===== config.mk =====
export PLATFORM = sky130hd
export DESIGN_NAME = inst_issue_queue
export DESIGN_NICKNAME = d
export VERILOG_FILES = /design/src/rtl/inst_issue_queue.sv
export SDC_FILE = /design/constraint.sdc
export NUM_CORES = 1
export LEC_CHECK = 0
export CAP_MARGIN = 0
export CELL_PAD_IN_SITES_DETAIL_PLACEMENT = 0
export CELL_PAD_IN_SITES_GLOBAL_PLACEMENT = 1
export CORE_MARGIN = 10
export CORE_UTILIZATION = 50
export DETAILED_ROUTE_END_ITERATION = 6
export DONT_BUFFER_PORTS = 1
export GPL_TIMING_DRIVEN = 0
export PLACE_DENSITY = 0.83
export SKIP_CTS_REPAIR_TIMING = 1
export SYNTH_ARGS = -nofsm -noshare
export SYNTH_HDL_FRONTEND = slang
export SYNTH_SLANG_ARGS = --single-unit

===== constraint.sdc =====
create_clock -name clk -period 3.6 [get_ports clk]
set_input_delay 0.36 -clock clk [delete_from_list [all_inputs] [get_ports clk]]
set_output_delay 0.36 -clock clk [all_outputs]
set_load 0.1 [all_outputs]

===== src/rtl/inst_issue_queue.sv =====
// Instruction issue queue: accepts host instructions over valid/ready, buffers
// them in a circular FIFO and hands them one at a time to the processor. Each
// instruction is held on inst until the processor reports done. A watchdog
// drops any instruction whose done never arrives.
module inst_issue_queue #(
    parameter int IW      = 34,
    parameter int DEPTH   = 8,
    parameter int TIMEOUT = 255
) (
    input  logic                     clk,
    input  logic                     rst_n,
    input  logic [IW-1:0]            host_inst,
    input  logic                     host_valid,
    output logic                     host_ready,
    output logic [IW-1:0]            inst,
    output logic                     issue,
    input  logic                     proc_done,
    output logic                     busy,
    output logic [$clog2(DEPTH):0]   count,
    output logic                     timeout_err,
    output logic [15:0]              issued_cnt
);

    localparam int AW = $clog2(DEPTH);
    localparam int CW = AW + 1;
    localparam logic [CW-1:0] DEPTH_C   = CW'(DEPTH);
    localparam logic [15:0]   TIMEOUT_C = 16'(TIMEOUT);

    typedef enum logic {
        IDLE      = 1'b0,
        WAIT_DONE = 1'b1
    } state_t;

    // FIFO storage; contents are never reset, only the pointers are
    logic [IW-1:0] mem [DEPTH];

    state_t          state_reg;
    logic [AW-1:0]   rd_ptr_reg;
    logic [AW-1:0]   wr_ptr_reg;
    logic [CW-1:0]   count_reg;
    logic [CW-1:0]   count_next;
    logic [15:0]     wdog_reg;
    logic [IW-1:0]   inst_reg;
    logic            issue_reg;
    logic            terr_reg;
    logic [15:0]     issued_reg;
    logic            alive_reg;

    logic push;
    logic pop;
    logic has_entry;
    logic waiting;
    logic expired;
    logic finish;

    // Handshake and issue decisions, all derived from registered state
    always_comb begin
        host_ready = alive_reg && (count_reg < DEPTH_C);
        push       = host_valid && host_ready;
        has_entry  = (count_reg != '0);
        waiting    = (state_reg == WAIT_DONE);
        // A done arriving in the expiry cycle wins over the abort
        expired    = waiting && !proc_done && (wdog_reg == TIMEOUT_C);
        finish     = waiting && (proc_done || expired);
        pop        = has_entry && ((state_reg == IDLE) || finish);
    end

    // Occupancy update: simultaneous push and pop leave the count unchanged
    always_comb begin
        count_next = count_reg;
        if (push && !pop) begin
            count_next = count_reg + CW'(1);
        end else if (pop && !push) begin
            count_next = count_reg - CW'(1);
        end
    end

    // FIFO write port
    always_ff @(posedge clk) begin
        if (push) begin
            mem[wr_ptr_reg] <= host_inst;
        end
    end

    // Pointer and occupancy tracking; pointers wrap naturally modulo DEPTH
    always_ff @(posedge clk or negedge rst_n) begin
        if (!rst_n) begin
            wr_ptr_reg <= '0;
            rd_ptr_reg <= '0;
            count_reg  <= '0;
            alive_reg  <= 1'b0;
        end else begin
            alive_reg <= 1'b1;
            count_reg <= count_next;
            if (push) begin
                wr_ptr_reg <= wr_ptr_reg + AW'(1);
            end
            if (pop) begin
                rd_ptr_reg <= rd_ptr_reg + AW'(1);
            end
        end
    end

    // Issue FSM: registered read of the head entry, watchdog and status counters
    always_ff @(posedge clk or negedge rst_n) begin
        if (!rst_n) begin
            state_reg  <= IDLE;
            wdog_reg   <= '0;
            inst_reg   <= '0;
            issue_reg  <= 1'b0;
            terr_reg   <= 1'b0;
            issued_reg <= '0;
        end else begin
            issue_reg <= pop;
            if (pop) begin
                inst_reg <= mem[rd_ptr_reg];
            end
            case (state_reg)
                IDLE: begin
                    if (pop) begin
                        state_reg <= WAIT_DONE;
                        wdog_reg  <= '0;
                    end
                end
                WAIT_DONE: begin
                    if (proc_done) begin
                        issued_reg <= issued_reg + 16'd1;
                    end
                    if (expired) begin
                        terr_reg <= 1'b1;
                    end
                    if (finish) begin
                        if (pop) begin
                            wdog_reg <= '0;
                        end else begin
                            state_reg <= IDLE;
                        end
                    end else begin
                        wdog_reg <= wdog_reg + 16'd1;
                    end
                end
                default: state_reg <= IDLE;
            endcase
        end
    end

    // Output mapping
    always_comb begin
        inst        = inst_reg;
        issue       = issue_reg;
        busy        = (state_reg == WAIT_DONE);
        count       = count_reg;
        timeout_err = terr_reg;
        issued_cnt  = issued_reg;
    end

endmodule


* After elaboration in Yosys (flattened, before gate mapping)
Memories as Yosys holds them, arrays and structs flattened. A register that Yosys moved wholly into a read port is not among the register bits. Index checks and enable logic that the tools add are counted.
Word-level totals: register bits after elaboration 46, RAM bits 272, input port bits 38, output and inout port bits 58, word-level logic and storage cells 47, memories 1
Operators by class: add/subtract/negate cells 6, order comparisons 1, eq/ne operators 1, multiplexer cells 10, bitwise logic cells 1, reductions and logical operators 18
Memory list:
- mem | words 8, width 34, rd ports 1, clocked after memory_dff 1, wr ports 1, RTL line 35 | logic [IW-1:0] mem [DEPTH];
Operators with widths (number):
- 16-bit by 1-bit adder with 16-bit output, second input constant | 2
- 16-bit 2-to-1 mux | 2
- 16-bit case mux with 2 select lines | 1
- 16-bit by 8-bit == test with 1-bit output, second input constant | 1
- 1-bit logical AND | 8
- 4-bit 2-to-1 mux | 2
- 3-bit by 1-bit adder with 3-bit output, second input constant | 2
- 4-bit by 1-bit adder with 4-bit output, second input constant | 1
- 1-bit zero test | 4
- 4-bit less-than comparator, second input constant | 1
- 1-bit 2-to-1 mux | 4
- 2-bit AND reduction | 2
- 4-bit nonzero test | 1
- 4-bit by 1-bit subtractor with 4-bit output, second input constant | 1
- 1-bit logical OR | 2
- 1-bit case mux with 2 select lines | 1
- 2-bit nonzero test | 1
- 1-bit inverter | 1

* Depth between registers and ports, before layout
depth in word-level cells 10, gate-level depth with buffers 13, gate-level depth less buffers 12

* Worst setup path after synthesis
OpenSTA, ideal clock, no wires.
kind reg-to-reg, start point reg count_reg[3] (netlist: count[3]), end point mem mem[0][0], enable pin, library setup time 467 ps, data arrival time 5240 ps, required time 3133 ps, setup slack -2108 ps, cell stages (with the launch flop) 6, buffers on the path 1, period minus slack after synthesis 5708 ps, cells stage by stage dfrtp_1 -> nor2b_1 -> and2_1 -> clkbuf_1 -> nand2b_1 -> nor3_1
Between the ends: word-level cells in the longest chain between the ends 5
Ends and longest elaborated chain:
- start, declared | RTL line 40 | logic [CW-1:0] count_reg;
- start signal, assigned | RTL line 94 | count_reg <= count_next;
- 4-bit less-than comparator | RTL line 58 | host_ready = alive_reg && (count_reg < DEPTH_C);
- 1-bit logical AND | RTL line 58
- named net host_ready | RTL line 14 | output logic host_ready,
- 1-bit logical AND | RTL line 59 | push = host_valid && host_ready;
- named net push | RTL line 49 | logic push;
- 1-bit 2-to-1 mux | RTL line 80 | if (push) begin
- 1-bit 2-to-1 mux (not written as such) | RTL line 81 | mem[wr_ptr_reg] <= host_inst;
- end, declared | RTL line 35
The timed path passes the listed nets, and every way through them passes these cells.

* Final worst setup path
start point reg count_reg[0] (netlist: count[0]), end point reg count_reg[3] (netlist: count[3])
Between the ends: elaborated cells on any way between the ends 14, those cells by class add/sub: 2; order compare: 1; mux: 2; reduce/logical: 9
RTL lines:
- 4-bit nonzero test * | RTL line 60 | has_entry = (count_reg != '0);
- 1-bit logical AND * | RTL line 65 | pop = has_entry && ((state_reg == IDLE) || finish);
- named net pop | RTL line 50 | logic pop;
- 1-bit zero test | RTL line 71 | if (push && !pop) begin
- 1-bit logical AND | RTL line 71
- 4-bit 2-to-1 mux or 2-bit nonzero test (tied branches)
The timed path passes the listed nets; every way through them passes the cells marked *. The select of a mux whose other input is x is not followed. A chain may end at the register's enable or synchronous reset.

==> key figures <==
Timing
  – Tmin final: 3407 ps
  – Setup-failing EPs final: 0
  – Hold slack: 24.27 ps
  – Clock Skews: 20.68 ps
  – Final Max Tran Viols: 0
  – Worst slew pin tran: 1111 ps
  – RSZ-0062 raised after global routing: yes
  – Worst rel slew slack: 25.94%
  – Setup ws final: 193.3 ps
  – FMAX: 0.2935 GHz
  – Fin crit share: 94.63%
  – Final Hold Vio Count: 0

Clock network
  – CTS tree: yes
  – Clk root buf: clkbuf_16
  – Clk slew on worst S/H paths: 60 ps
  – Max clock buf depth: 3
  – Clock sink count: 352
  – Worst skew pair latency: 530 ps
  – TritonCTS buffer count: 37
  – CTS H-tree depth: 2

Yosys
  – Top cells by area, synth: edfxtp_1, dfrtp_1, mux4_2
  – Yosys warns: 0
  – Syn_nets: 735
  – Unique cell type count in the Yosys netlist: 50
  – Register area share after synthesis: 73.28%
  – Post-synth ARST share: 22.73%
  – Syn_area_per_cell: 20.14 um2
  – Mapped cell area: 13,880 um2
  – Synth Instances: 689
  – Area leader, netlist: edfxtp_1
  – Top FF cell, synth: edfxtp_1
  – Register bit total from synthesis: 352
  – Top cell type's share of synthesized area: 58.86%
  – EDFF count, synth: 272

GRT
  – GR Overflow Total: 0
  – Vias in the first global route: 7,068
  – Initial antenna violation count: 1
  – Total track usage: 15.91%
  – Largest net degree at the start of global routing: 81
  – Global-route wire length before repair: 43,340 um

Critical path
  – Crit Path Max Fanout: 10
  – Worst R2R Start: count[0]
  – Critical path data required time: 3980 ps
  – CP Launch Type: flop
  – CP Class: flop to flop
  – CP arrival: 3790 ps
  – Critical Path Sink Type: flop
  – CP Launch Point: count[0]

Power
  – Cell area power density: 850.8 nW/um2
  – Max VDD drop: 631.9 uV
  – Leakage power: 5.620 nW

Die
  – Die width: 186.6 um
  – Core Footprint: 27,100 um2
  – Initial Utilization: 51.20%
  – Site Rows: 60
  – DIE AREA: 34,820 um2
  – Die Ht: 186.6 um
  – Top Ports: 96

Route
  – Via Count: 6,936
  – Remaining antenna violation count after routing: 0
  – WL/cell: 24.08 um
  – DR iter-0 viols: 766
  – DR vias/cell: 5.848
  – Routed WL: 28,560 um
  – Drt pass-1 iters: 5
  – DRC: 0

Min path
  – Worst Hold Launch: proc_done
  – Worst min path class: input pin to flop

Finish
  – # nets final: 828
  – Max FFs per register: 272
  – Non-filler cells, final: 1,186
  – Finished Core Util: 60.48%
  – Fill cells: 1,857
  – Syn-to-layout area delta: 18.11%
  – Share of layout cells above drive strength 1: 28.61%
  – Fin area: 16,390 um2

Placement
  – Placer Congestion: 0.7777
  – Placed Cells: 1,071
  – Port Buf Inserts: 0
  – HPWL after DPL: 17,390 um
  – Post-Place Cell Area: 14,670 um2
  – Pre-CTS setup slack: -154.8 ps

Run
  – Max-Cap Viols: 0

Outcome
  – Status: finished clean
-- worst max-delay path, cell delays in order (launching register included) --
cell     delay (ps)
dfrtp_1        1080
nor4_4          220
a21oi_4         430
buf_6           220
inv_1            50
ha_1            180
inv_1           130
ha_1            250
a21o_1          180
a21oi_1         180
mux2i_1         240
xnor2_1          90
-- area by class of cell --
type	count	area, um2	area share, %
inverter	7	26.28	0.1603
timing repair buffer	52	710.7	4.336
clock inverter	22	211.5	1.290
tap	372	465.4	2.840
clock buffer	46	1011	6.168
sequential	352	10170	62.05
buffer	29	200.2	1.221
antenna	3	7.507	0.04580
multi-input combinational	303	3587	21.89
-- cell families after synthesis --
group                    count (synthesis)  synth area share [%]
AND/OR/NAND/NOR                         95                 3.931
AO/OA/AOI/OAI                           29                 1.407
other                                    1               0.02702
buffers and inverters                   36                 1.632
XOR/XNOR                                25                 1.578
multiplexers                           143                 17.37
adder cells (fa/ha/maj)                  8                0.7754
flip-flops                             352                 73.28
-- synth_stat cells, drive strengths merged (2+ instances only) --
library cell	n
xnor2	15
mux2	72
nand2b	4
and3	4
nor3	7
a21oi	4
and4	4
clkbuf	13
nor2b	3
xor2	10
or4	3
buf	16
nand2	20
dfrtp	80
o221ai	3
nor4	4
edfxtp	272
mux4	68
a21o	2
nand4	9
mux2i	3
nand3	13
o21bai	2
nor2	19
ha	7
o21ai	12
inv	7
-- where the power goes --
group	switching (W)	leakage (nW)	internal (W)
logic	0.00141	1.58	0.00163
clock network	0.00154	0.596	0.00223
registers	0.00232	3.44	0.00482
total	0.00527	5.62	0.00868
-- routing by layer --
| metal | vias to the layer above | wire, um | track usage, % |
|---|---|---|---|
| met2 | 295 | 14170 | 25.75 |
| met5 | - | 0 | 0 |
| met1 | 3619 | 11420 | 19.81 |
| li1 | 2972 | - | - |
| met3 | 50 | 2363 | 5.829 |
| met4 | 0 | 606 | 4.373 |
-- placed cells by master, fill, tap and decap left out, types with 9 or more instances in the layout --
master	n
buf_16	9
clkbuf_1	18
clkbuf_16	38
dfrtp_1	79
dlygate4sd3_1	35
edfxtp_1	272
mux2_1	15
mux2_2	47
mux2_4	10
mux4_2	68
nand2_1	20
nand3_1	13
nor2_1	13
o21ai_0	11
xnor2_1	15
xor2_1	10
-- metrics by stage --
stage               power [W]  setup TNS (ps)
global placement      0.01000         -209490
global route          0.01452          -14.93
detailed placement    0.01017           -7211
finish                0.01395               0
CTS                   0.01395          -10410
floorplan            0.009367               0
-- path summary, 6_finish.rpt --
kind	end	slack, ps	depth (start not counted)
max in group asynchronous	count[3]	2810	2
hold / removal	issued_cnt[2]	20	2
setup reg to reg	count[3]	190	11
setup / recovery	count[3]	190	11
hold reg to reg	wr_ptr_reg[0]	540	1
min in group asynchronous	inst[11]	450	2
(Power assumes the default switching activity.)
